$ cat config.mk
export PLATFORM = sky130hd
export DESIGN_NAME = throughout_goto_monitor
export DESIGN_NICKNAME = d
export VERILOG_FILES = /design/src/rtl/throughout_goto_monitor.sv
export SDC_FILE = /design/constraint.sdc
export NUM_CORES = 1
export LEC_CHECK = 0
export BUFFER_PORTS_ARGS = -buffer_cell sky130_fd_sc_hd__buf_4
export CORE_UTILIZATION = 40
export DETAILED_ROUTE_END_ITERATION = 8
export GPL_TIMING_DRIVEN = 1
export HOLD_SLACK_MARGIN = 0.05
export PLACE_DENSITY = 0.71
export REMOVE_ABC_BUFFERS = 1
export SKIP_CTS_REPAIR_TIMING = 1
export SYNTH_ARGS = -nofsm -noshare
export SYNTH_HDL_FRONTEND = slang
export SYNTH_SLANG_ARGS = --single-unit
$ cat constraint.sdc
create_clock -name clock -period 3 [get_ports clock]
set_clock_uncertainty 0.2 [all_clocks]
set_input_delay 0.6 -clock clock [delete_from_list [all_inputs] [get_ports clock]]
set_output_delay 0.6 -clock clock [all_outputs]
set_load 0.01 [all_outputs]
$ cat src/rtl/throughout_goto_monitor.sv
// Multi-channel checker for $rose(a) |=> (b throughout c[->N]) with a programmable N.
// Reports pass/fail pulses, sticky fail flags and a saturating total fail count.

module throughout_goto_chan #(
    parameter int CW        = 4,
    parameter int RETRIGGER = 1
) (
    input  logic          clock,
    input  logic          reset,
    input  logic          a,
    input  logic          b,
    input  logic          c,
    input  logic [CW-1:0] count_cfg,
    output logic          active,
    output logic          pass,
    output logic          fail
);
    typedef enum logic {IDLE, ACTIVE} state_t;

    state_t        state, state_nx;
    logic [CW-1:0] n_q, n_nx, cnt_q, cnt_nx;
    logic          a_prev, arm, done, pass_nx, fail_nx;

    // A rise with count_cfg == 0 never opens a window
    assign arm = a & ~a_prev & (count_cfg != '0);

    always_comb begin
        state_nx = state;
        n_nx     = n_q;
        cnt_nx   = cnt_q;
        pass_nx  = 1'b0;
        fail_nx  = 1'b0;
        done     = 1'b0;
        case (state)
            IDLE: begin
                if (arm) begin
                    state_nx = ACTIVE;
                    n_nx     = count_cfg;
                    cnt_nx   = '0;
                end
            end
            ACTIVE: begin
                if (!b) begin
                    fail_nx = 1'b1;
                    done    = 1'b1;
                end else if (c && (cnt_q + CW'(1)) == n_q) begin
                    pass_nx = 1'b1;
                    done    = 1'b1;
                end else if (c) begin
                    cnt_nx = cnt_q + CW'(1);
                end
                if (done) state_nx = IDLE;
                // Ending cycle always re-arms; a mid-window rise restarts only when retrigger is on
                if (arm && (done || RETRIGGER != 0)) begin
                    state_nx = ACTIVE;
                    n_nx     = count_cfg;
                    cnt_nx   = '0;
                end
            end
        endcase
    end

    always_ff @(posedge clock or posedge reset) begin
        if (reset) begin
            state  <= IDLE;
            n_q    <= '0;
            cnt_q  <= '0;
            a_prev <= 1'b0;
            active <= 1'b0;
            pass   <= 1'b0;
            fail   <= 1'b0;
        end else begin
            state  <= state_nx;
            n_q    <= n_nx;
            cnt_q  <= cnt_nx;
            a_prev <= a;
            active <= (state == ACTIVE);
            pass   <= pass_nx;
            fail   <= fail_nx;
        end
    end
endmodule

module throughout_goto_monitor #(
    parameter int NCH       = 4,
    parameter int CW        = 4,
    parameter int RETRIGGER = 1,
    parameter int FCW       = 16
) (
    input  logic           clock,
    input  logic           reset,
    input  logic [NCH-1:0] a,
    input  logic [NCH-1:0] b,
    input  logic [NCH-1:0] c,
    input  logic [CW-1:0]  count_cfg,
    input  logic           clear_sticky,
    output logic [NCH-1:0] active,
    output logic [NCH-1:0] pass,
    output logic [NCH-1:0] fail,
    output logic [NCH-1:0] fail_sticky,
    output logic [FCW-1:0] fail_count
);
    logic [FCW:0] sum;

    for (genvar i = 0; i < NCH; i++) begin : g_ch
        throughout_goto_chan #(.CW(CW), .RETRIGGER(RETRIGGER)) u_ch (
            .clock     (clock),
            .reset     (reset),
            .a         (a[i]),
            .b         (b[i]),
            .c         (c[i]),
            .count_cfg (count_cfg),
            .active    (active[i]),
            .pass      (pass[i]),
            .fail      (fail[i])
        );
    end

    // Clear first, then add this cycle's fails; one spare bit flags overflow
    always_comb begin
        sum = clear_sticky ? '0 : {1'b0, fail_count};
        for (int i = 0; i < NCH; i++) sum = sum + (FCW + 1)'(fail[i]);
    end

    always_ff @(posedge clock or posedge reset) begin
        if (reset) begin
            fail_sticky <= '0;
            fail_count  <= '0;
        end else begin
            fail_sticky <= (clear_sticky ? '0 : fail_sticky) | fail;
            fail_count  <= sum[FCW] ? '1 : sum[FCW-1:0];
        end
    end
endmodule

After elaboration in Yosys (flattened, before gate mapping)
Cells that the tools add are included.

Input bits: 19. Register bits after elaboration: 72.

Reductions and logical operators: 9. Multiplexer cells: 75. Bitwise logic cells: 17. Equality and inequality tests: 20. $add $sub $neg: 8.

Operator list (number): $mux W4 (25); $add A17 B1 Y17 (3); $mux W1 (40); $ne A3 B3 Y1 const B (12); $mux W16 (2); $pmux W4 S2 (4); $add A16 B1 Y17 (1); $add A4 B1 Y4 const B (4); $eq A4 B4 Y1 (4); $reduce_and A4 Y1 (4); $and A1 B1 Y1 (8); $ne A2 B1 Y1 const B (4); $not A1 Y1 (8); $pmux W1 S2 (4); $logic_and A1 B1 Y1 (4); $or A4 B4 Y4 (1); $reduce_bool A4 Y1 (1).

Longest topological paths before layout
Gate-level depths: netlist of run 1.

Word-level depth: 9. Mapped depth: 9. Depth with buffers taken out: 9.

Hierarchy
A second synthesis of run 1 with hierarchy kept.

Cell total of the unflattened synthesis: 362. Area total of the unflattened synthesis: 3935.0 um^2.

Modules (own cells, without submodules): throughout_goto_chan (area each 699.4 um^2, cells an instance 64, instances 4); throughout_goto_monitor (area each 1137.3 um^2, cells an instance 106, instances 1).

Least setup slack after synthesis of run 1
OpenSTA, ideal clock, no wires.

Path kind: input port to flip-flop. Start: input port clear_sticky. End: register fail_count[14]. Buffers on the path: 0. Data arrival time: 2753 ps. Slack: -98 ps. Stages: 9. Setup time: 146 ps. Path through: nor2b_1 -> fa_1 -> inv_1 -> fa_1 -> fa_1 -> nor4_4 -> nand3_1 -> nor3b_1 -> nor3_1.

Longest elaborated chain between the ends: 6.

RTL lines: from (decl) (line 96) `input logic clear_sticky,`; $mux W16 (line 121) `sum = clear_sticky ? '0 : {1'b0, fail_count};`; $add A16 B1 Y17 (line 122) `for (int i = 0; i < NCH; i++) sum = sum + (FCW + 1)'(fail[i]);`; $add A17 B1 Y17 (3 in series) (line 122); $mux W16 (line 131) `fail_count <= sum[FCW] ? '1 : sum[FCW-1:0];`; to (signal assigned) (line 131); to (decl) (line 101) `output logic [FCW-1:0] fail_count`.

No other way between the ends. A chain may end at the register's enable or synchronous reset.

Worst setup path after layout of run 1
Start: register fail_count[0]. End: register fail_count[12].

Longest elaborated chain between the ends: 6.

RTL lines (line): $mux W16 (121); $add A16 B1 Y17 (122); $add A17 B1 Y17 (3 in series) (122); $mux W16 (131).

No other way between the ends.

==> results.json, run 1 <==
{
  "place.gp.congestion": 0.818,
  "vias": 2385,
  "tritoncts": "done",
  "globalRoute.totalOverflow": 0,
  "layout-drive-gt1-share_pct": 34.4,
  "sequentialPowerShare_pct": 48.3,
  "hp-class": "in -> async",
  "post_drt_wl_per_cell_um": 14.3,
  "max_freq_mhz": 341,
  "synth_largest_area_cell": "dfrtp_1",
  "ant_nets": 0,
  "power_mw": 2.35,
  "grt_pass1_vias": 2351,
  "synth_edf_count": 0,
  "worst_r2r_startpoint": "fail_count[0]$_DFF_PP0_",
  "period_needed_ns": 2.93,
  "cts-buffers-inserted": 9,
  "synth_cell_types": 47,
  "ir_worst_vdd_mv": 0.443,
  "tns_ns": 0,
  "clock_latency_ns": 0.34,
  "p_sw_mw": 0.632,
  "p_int_mw": 1.72,
  "cp-start-kind": "flop",
  "critPathCaptureType": "flop",
  "grt_pass1_wl_mm": 10.9,
  "clock_path_buffers": 2,
  "die_h_um": 96.5,
  "violations": "design-rule violations",
  "portBuffers": 50,
  "cp_data_arrival_time_ns": 2.96,
  "cts-root-buf": "clkbuf_8",
  "dp_hpwl_mm": 4.88,
  "yosysWarnings": 0,
  "finalWirelength_mm": 6.70,
  "max_slew.worst_pin.slew_ns": 0.761,
  "cts_num_sinks": 72,
  "drv_slew": 0,
  "syn-cell-area_sq_um": 3570,
  "initial_core_util_pct": 41.2,
  "crit_path_start": "fail_count[0]$_DFF_PP0_",
  "die_w_um": 96.5,
  "worstPathRequired_ns": 3.03,
  "ys.flop_type": "dfrtp_1",
  "hold_ws_ns": 0.134,
  "synth_async_sr_flop_share_pct": 100,
  "ys_top_cells_by_count": "dfrtp_1 (72), nand2_1 (24), xnor2_1 (19), xor2_1 (18), nor2_1 (15)",
  "filler_cell_count": 817,
  "switching_share_pct": 26.8,
  "synth_seq_cells": 72,
  "rows": 34,
  "n_antenna_cell": 0,
  "ios": 51,
  "drt_first_pass_iters": 6,
  "core_sq_um": 8680,
  "num-nets-final": 383,
  "synth.area.top_cells": "dfrtp_1 (50%), xnor2_1 (4.7%), xor2_1 (4.4%), mux2_2 (3.8%), buf_4 (2.5%)",
  "place_ws_ns": -0.360,
  "path_class": "reg -> reg",
  "setup_viol": 0,
  "avgViaCountPerCell": 5.10,
  "grt_max_degree": 46,
  "dieArea_sq_um": 9320,
  "worst-path-max-fanout": 5,
  "pwr-share-comb_pct": 18.4,
  "synth_seq_area_share_pct": 50.4,
  "syn_inst": 300,
  "worst_slack_ns": 0.0714,
  "dr.first_iter.drc_count": 62,
  "drc": 1,
  "slew_headroom_pct": 49.1,
  "track_usage_pct": 15.5,
  "hold_violations": 0,
  "synth.most_common_cell": "dfrtp_1",
  "status": "complete, but fails checks",
  "yosysTopAreaCellShare_pct": 50.4,
  "p_leak_nw": 2.04,
  "antenna_found_initial": 0,
  "syn_to_final_growth_pct": 19.8,
  "min_period_over_period_pct": 97.6,
  "htree_levels": 3,
  "maxCapViolCount": 0,
  "clkPwrFrac_pct": 33.3,
  "avgSynthCellArea_sq_um": 11.9,
  "utilization_pct": 49.4,
  "pwr_density_cell_nw_per_um2": 549,
  "path_clk_slew_ns": 0.07
}
kinds of logic (layout without fill, tap and decap cells):
family / Yosys count / in the layout / synth area share [%]
simple gates: 94 / 94 / 16.1
flops: 72 / 72 / 50.4
compound gates: 46 / 46 / 11.3
xor+xnor: 39 / 39 / 9.98
buf+inv: 26 / 86 / 4.20
mux: 15 / 15 / 4.62
fa+ha+maj: 8 / 8 / 3.43
sequential cells by signal, summed over array words and instances (netlist names):
| signal | flops |
|---|---|
| g_ch.u_ch.n_q | 16 |
| g_ch.u_ch.state | 4 |
| g_ch.u_ch.cnt_q | 16 |
| fail_count | 16 |
| g_ch.u_ch.pass | 4 |
| g_ch.u_ch.fail | 4 |
| g_ch.u_ch.active | 4 |
| fail_sticky | 4 |
| g_ch.u_ch.a_prev | 4 |
metrics by stage:
step	cell area [sq um]	std cells
after detailed placement	4040	450
after global routing	4280	468
final	4280	468
after floorplan	3470	285
after global placement	4040	450
after CTS	4250	465
critical path, stage by stage (launching register included):
cell and delay (ns):
dfrtp_1 0.39, nor2b_1 0.15, fa_1 0.49, inv_1 0.05
fa_2 0.35, fa_2 0.40, nor4_4 0.26, buf_4 0.19
nand3_1 0.10, xor2_1 0.19, o21ai_2 0.06
placed cells by master (no fill, tap or decap), types with 4 or more instances in the layout:
| cell | count |
|---|---|
| mux2_2 | 12 |
| xor2_1 | 18 |
| nor3b_2 | 4 |
| o21ai_0 | 7 |
| ha_1 | 5 |
| nand3_1 | 11 |
| a21oi_1 | 11 |
| nand3b_1 | 5 |
| a21bo_2 | 4 |
| nor2b_1 | 6 |
| dfrtp_1 | 72 |
| a31o_2 | 4 |
| and3_1 | 7 |
| a21o_1 | 4 |
| buf_4 | 58 |
| o21ai_2 | 7 |
| inv_1 | 10 |
| nor2_1 | 15 |
| xnor2_1 | 19 |
| clkbuf_8 | 12 |
| nand2_1 | 24 |
layer usage:
metal	GRT usage, %	part of all wire, %	up-vias	wire (um)
met5	0	0	-	0
met4	3.55	0.60	0	40
met3	5.09	5.2	6	349
met2	26.1	49	69	3310
met1	19.4	45	1172	3000
li1	-	-	1138	-
final timing paths:
kind / depth (start not counted) / slack [ns] / endpoint
setup / recovery: 10 / 0.07 / fail_count[12]$_DFF_PP0_
hold / removal: 2 / 0.13 / fail_count[1]$_DFF_PP0_
setup reg to reg: 10 / 0.07 / fail_count[12]$_DFF_PP0_
hold reg to reg: 0 / 0.21 / g_ch[1].u_ch.active$_DFF_PP0_
max in group asynchronous: 3 / 1.81 / g_ch[0].u_ch.pass$_DFF_PP0_
min in group clock: 1 / 0.18 / g_ch[0].u_ch.a_prev$_DFF_PP0_
power groups by stage:
stage          combinational, mW  sequential [mW]  clock [mW]
5_1_grt                    0.491             1.15       0.849
6_report                   0.433             1.14       0.783
3_5_place_dp               0.426             1.16           0
2_1_floorplan              0.272             1.15           0
3_3_place_gp               0.414             1.15           0
4_1_cts                    0.427             1.14       0.809
cell type report:
cell class,count,area [sq um],area share (%)
tap,108,135,3.16
inverter,11,41.3,0.964
clock buffer,12,165,3.86
multi-input combinational,202,1630,38.1
clock inverter,3,40.0,0.935
sequential,72,1800,42.1
timing repair buffer,60,467,10.9
No activity file was read; power rests on OpenSTA's default activity.
==> run 2: changes to the inputs <==
--- a/config.mk
+++ b/config.mk
@@ -12,7 +12,6 @@
 export HOLD_SLACK_MARGIN = 0.05
 export PLACE_DENSITY = 0.71
 export REMOVE_ABC_BUFFERS = 1
-export SKIP_CTS_REPAIR_TIMING = 1
 export SYNTH_ARGS = -nofsm -noshare
 export SYNTH_HDL_FRONTEND = slang
 export SYNTH_SLANG_ARGS = --single-unit
==> constraint.sdc (replaced) <==
create_clock -name clock -period 2.6 [get_ports clock]
set_clock_uncertainty 0.2 [all_clocks]
set_input_delay 0.52 -clock clock [delete_from_list [all_inputs] [get_ports clock]]
set_output_delay 0.52 -clock clock [all_outputs]
set_load 0.01 [all_outputs]
==> results.json, run 2 (same netlist as run 1, synthesis figures left out) <==
{
  "setup_viol": 16,
  "hp-class": "in -> async",
  "post_drt_wl_per_cell_um": 14.0,
  "drv_slew": 0,
  "place.gp.congestion": 0.834,
  "final_cell_mix": "dfrtp_1 (72), buf_4 (62), nand2_1 (24)",
  "maxCapViolCount": 0,
  "grt_max_degree": 73,
  "tritoncts": "done",
  "worstPathRequired_ns": 2.67,
  "status": "complete, but fails checks",
  "rsz0062_at_grt": "yes",
  "portBuffers": 50,
  "n_antenna_cell": 0,
  "p_leak_nw": 2.04,
  "ant_nets": 0,
  "core_sq_um": 8680,
  "initial_core_util_pct": 41.2,
  "dr.first_iter.drc_count": 87,
  "globalRoute.totalOverflow": 0,
  "vias": 2384,
  "wl_met2_mm": 3.29,
  "path_class": "reg -> reg",
  "die_w_um": 96.5,
  "final_common_cell": "dfrtp_1",
  "dieArea_sq_um": 9320,
  "clock_latency_ns": 0.34,
  "antenna_found_initial": 0,
  "dp_hpwl_mm": 4.83,
  "worst_r2r_startpoint": "fail_count[0]$_DFF_PP0_",
  "slew_headroom_pct": 55.0,
  "worstRegToRegCells": 10,
  "min_period_over_period_pct": 109,
  "drc": 1,
  "drt_first_pass_iters": 6,
  "drt-met1-wl_mm": 2.90,
  "reg_top3": "fail_count (16), g_ch.u_ch.cnt_q (16), g_ch.u_ch.n_q (16)",
  "grt_pass1_vias": 2410,
  "cp_data_arrival_time_ns": 2.90,
  "pwr_density_cell_nw_per_um2": 602,
  "period_needed_ns": 2.83,
  "avgViaCountPerCell": 5.04,
  "max_freq_mhz": 354,
  "violations": "design-rule violations, negative setup slack",
  "tns_ns": -2.98,
  "syn_to_final_growth_pct": 21.0,
  "power_mw": 2.60,
  "rows": 34,
  "ios": 51,
  "cts_num_sinks": 72,
  "htree_levels": 3,
  "worstReg2RegEnd": "fail_count[12]$_DFF_PP0_",
  "clock_path_buffers": 2,
  "critPathCaptureType": "flop",
  "filler_cell_count": 759,
  "rrSetupSlack_ns": -0.23,
  "worst_slack_ns": -0.228,
  "finalWirelength_mm": 6.60,
  "grt_pass1_wl_mm": 10.9,
  "cp-start-kind": "flop",
  "cts-buffers-inserted": 9,
  "topRoutingLayerUsed": "met4",
  "die_h_um": 96.5,
  "track_usage_pct": 15.8,
  "ir_worst_vdd_mv": 0.377,
  "wl_met3_um": 308,
  "path_clk_slew_ns": 0.08,
  "cts-root-buf": "clkbuf_8",
  "layout-drive-gt1-share_pct": 36.2,
  "hold_violations": 0,
  "worst-path-max-fanout": 6,
  "max_slew.worst_pin.slew_ns": 0.673,
  "num-nets-final": 388
}
-- run 2: critical path, stage by stage, from the launching register on --
cell and delay (ns):
dfrtp_1 0.38, nor2b_4 0.13, fa_1 0.47, inv_1 0.05, fa_2 0.34, fa_2 0.38, nor4_4 0.25, buf_4 0.20
nand3_2 0.10, xor2_2 0.16, o21ai_2 0.12
-- run 2: through the flow --
| step | util, % | hold slack, ns | setup WS, ns | cell area (sq um) | instances |
|---|---|---|---|---|---|
| 4_1_cts | 49.6 | 0.0682 | -0.224 | 4300 | 473 |
| 3_5_place_dp | 47.2 | 0.197 | -0.572 | 4090 | 457 |
| 6_report | 49.8 | 0.0509 | -0.228 | 4330 | 473 |
| 3_3_place_gp | 47.2 | 0.188 | -0.544 | 4090 | 457 |
| 2_1_floorplan | - | 0.179 | -0.519 | 3470 | 285 |
| 5_1_grt | 49.8 | 0.0695 | -0.337 | 4330 | 473 |
-- run 2: area by class of cell --
cell class	instances	area, sq um	area share [%]
Inverter	11	41.3	0.955
Sequential cell	72	1800	41.7
Multi-Input combinational cell	202	1670	38.5
Timing Repair Buffer	65	508	11.7
Clock buffer	12	155	3.59
Clock inverter	3	17.5	0.405
Tap cell	108	135	3.12
-- run 2: worst max path at each step --
stage                          endpoint  cells after the start                    start  slack, ns
3_5_place_dp   fail_count[14]$_DFF_PP0_                     11             clear_sticky      -0.57
4_1_cts        fail_count[14]$_DFF_PP0_                     10  fail_count[0]$_DFF_PP0_      -0.22
3_3_place_gp   fail_count[14]$_DFF_PP0_                     11             clear_sticky      -0.54
5_1_grt        fail_count[14]$_DFF_PP0_                     10  fail_count[0]$_DFF_PP0_      -0.34
6_report       fail_count[12]$_DFF_PP0_                     10  fail_count[0]$_DFF_PP0_      -0.23
2_1_floorplan   fail_count[3]$_DFF_PP0_                      8             clear_sticky      -0.52
-- run 2: routing by layer --
| metal | vias to the layer above | track usage [%] |
|---|---|---|
| met5 | - | 0 |
| met4 | 0 | 6.25 |
| met3 | 13 | 4.62 |
| met2 | 55 | 27.2 |
| met1 | 1168 | 18.4 |
| li1 | 1148 | - |
-- run 2: what timing repair did --
| item | CTS | global route |
|---|---|---|
| endpoints found under the hold margin | 0 | 0 |
| setup buffers | 1 | 0 |
| endpoints found under the setup margin | 16 | 16 |
| hold buffers | 0 | 0 |
| gates resized for setup | 8 | 3 |
| pin swaps | 4 | 1 |
-- run 2: power by group --
| part | internal, mW | leakage, nW | switching, mW |
|---|---|---|---|
| Sequential | 1.23 | 0.934 | 0.0832 |
| Clock | 0.390 | 0.0882 | 0.381 |
| Combinational | 0.262 | 1.02 | 0.261 |
| Total | 1.88 | 2.04 | 0.725 |
==> run 3: changes to the inputs <==
--- a/config.mk
+++ b/config.mk
@@ -10,7 +10,7 @@
 export DETAILED_ROUTE_END_ITERATION = 8
 export GPL_TIMING_DRIVEN = 1
 export HOLD_SLACK_MARGIN = 0.05
-export PLACE_DENSITY = 0.71
+export PLACE_DENSITY = 0.7
 export REMOVE_ABC_BUFFERS = 1
 export SYNTH_ARGS = -nofsm -noshare
 export SYNTH_HDL_FRONTEND = slang
==> results.json, run 3 (same netlist as run 1, synthesis figures left out) <==
{
  "p_leak_nw": 2.06,
  "num-nets-final": 392,
  "finalWirelength_mm": 6.74,
  "sequentialPowerShare_pct": 50.6,
  "worst_r2r_startpoint": "fail_count[0]$_DFF_PP0_",
  "slowest_delay_ns": 0.47,
  "cp_data_arrival_time_ns": 2.89,
  "portBuffers": 50,
  "rrSetupSlack_ns": -0.28,
  "hp-class": "in -> reg",
  "cts-buffers-inserted": 9,
  "cts_num_sinks": 72,
  "crit_chain": "nor2b_4, fa_1, inv_1, fa_2, fa_2, nor4_4, buf_4, nand3_2, nor3b_2, nor3_1",
  "power_mw": 2.59,
  "grt_max_degree": 32,
  "ios": 51,
  "drt_first_pass_iters": 4,
  "clkPwrFrac_pct": 27.8,
  "worst_slack_ns": -0.277,
  "pwr_density_cell_nw_per_um2": 594,
  "cts-root-buf": "clkbuf_8",
  "clock_latency_ns": 0.34,
  "initial_core_util_pct": 41.2,
  "min_period_over_period_pct": 111,
  "maxCapViolCount": 0,
  "cp-start-kind": "flop",
  "slew_headroom_pct": 53.5,
  "die_w_um": 96.5,
  "dp_hpwl_mm": 4.94,
  "status": "complete, but fails checks",
  "vias": 2378,
  "rsz0062_at_grt": "yes",
  "use_met1_pct": 19.6,
  "worst-path-max-fanout": 6,
  "drc": 0,
  "ir_worst_vdd_mv": 0.374,
  "worstReg2RegEnd": "fail_count[14]$_DFF_PP0_",
  "period_needed_ns": 2.88,
  "drv_slew": 0,
  "setup_viol": 16,
  "avgViaCountPerCell": 5.00,
  "worstPathRequired_ns": 2.61,
  "path_delay_family": "adder cells",
  "pwr-share-comb_pct": 21.6,
  "dieArea_sq_um": 9320,
  "layout-drive-gt1-share_pct": 36.7,
  "antenna_found_initial": 0,
  "hold_start": "a[0]",
  "worst-path-buf-inv": 2,
  "hold_path_depth": 1,
  "p_int_mw": 1.88,
  "core_sq_um": 8680,
  "switching_share_pct": 27.6,
  "post_drt_wl_per_cell_um": 14.2,
  "max_freq_mhz": 348,
  "tritoncts": "done",
  "globalRoute.totalOverflow": 0,
  "filler_cell_count": 783,
  "path_class": "reg -> reg",
  "clock_path_buffers": 2,
  "htree_levels": 3,
  "grt_pass1_vias": 2474,
  "final_cell_mix": "dfrtp_1 (72), buf_4 (65), nand2_1 (21)",
  "dr.first_iter.drc_count": 61,
  "final_common_cell": "dfrtp_1",
  "n_antenna_cell": 0,
  "crit_top_cell": "fa_2",
  "hold_ws_ns": 0.102,
  "syn_to_final_growth_pct": 22.1,
  "cp_slowest_cell": "fa_1",
  "hold_path_end": "g_ch[0].u_ch.a_prev$_DFF_PP0_",
  "place.gp.congestion": 0.814,
  "hold_violations": 0,
  "critPathCaptureType": "flop",
  "reg_top3": "fail_count (16), g_ch.u_ch.cnt_q (16), g_ch.u_ch.n_q (16)",
  "max_slew.worst_pin.slew_ns": 0.695,
  "die_h_um": 96.5,
  "track_usage_pct": 16.1,
  "worstRegToRegCells": 10,
  "grt_pass1_wl_mm": 11.2,
  "grt_util_met3_pct": 5.16,
  "violations": "negative setup slack",
  "grt_use_met2_pct": 27.1,
  "rows": 34,
  "grt-busiest-layer": "met2",
  "ant_nets": 0,
  "p_sw_mw": 0.715,
  "path_clk_slew_ns": 0.06
}
## run 3: layer usage
layer  share of wire (%)  routed length, um
met5                   0                  0
met1                  44               2980
met2                  50               3390
met4                0.65                 44
met3                 4.8                326
## run 3: power by group through the flow
stage          clock, mW  combinational [mW]  sequential (mW)
2_1_floorplan          0               0.314             1.33
3_3_place_gp           0               0.504             1.33
3_5_place_dp           0               0.518             1.33
4_1_cts            0.762               0.543             1.31
5_1_grt            0.817               0.627             1.32
6_report           0.722               0.559             1.31
## run 3: how the worst max path moves through the flow
stage | start | endpoint | slack [ns] | cells past startpoint
global placement | clear_sticky | fail_count[14]$_DFF_PP0_ | -0.55 | 11
detailed placement | clear_sticky | fail_count[14]$_DFF_PP0_ | -0.59 | 11
floorplan | clear_sticky | fail_count[3]$_DFF_PP0_ | -0.52 | 8
CTS | fail_count[0]$_DFF_PP0_ | fail_count[14]$_DFF_PP0_ | -0.23 | 10
finish | fail_count[0]$_DFF_PP0_ | fail_count[14]$_DFF_PP0_ | -0.28 | 10
global route | fail_count[0]$_DFF_PP0_ | fail_count[12]$_DFF_PP0_ | -0.38 | 10
## run 3: cell type report
class                   instances  area (sq um)  area share [%]
clock buffers                  13           149            3.41
clock inverters                 1          5.00           0.115
inverters                      11          41.3           0.946
multi-input cells             202          1670            38.4
flip-flops and latches         72          1800            41.3
well taps                     108           135            3.10
repair buffers                 69           558            12.8
## run 3: worst reg2reg max path, cell delays in order, from the launching register on
cell	delay, ns
dfrtp_1	0.38
nor2b_4	0.13
fa_1	0.47
inv_1	0.05
fa_2	0.35
fa_2	0.40
nor4_4	0.26
buf_4	0.20
nand3_2	0.08
nor3b_2	0.18
nor3_1	0.07
## run 3: through the flow
step	instance area (sq um)	utilization [%]	instances	worst slack (ns)	TNS, ns
after floorplan	3470	-	285	-0.519	-7.70
after global placement	4090	47.2	457	-0.546	-6.68
after detailed placement	4090	47.2	457	-0.586	-7.12
after CTS	4310	49.7	474	-0.228	-2.94
after global routing	4360	50.3	476	-0.376	-5.55
final	4360	50.3	476	-0.277	-3.87
## run 3: timing repair
action,CTS,global route
endpoints found under the setup margin,16,16
pin swaps,4,2
buffers inserted,2,1
cloned,0,1
hold buffers,1,0
endpoints found under the hold margin,18,0
gates resized for setup,9,6
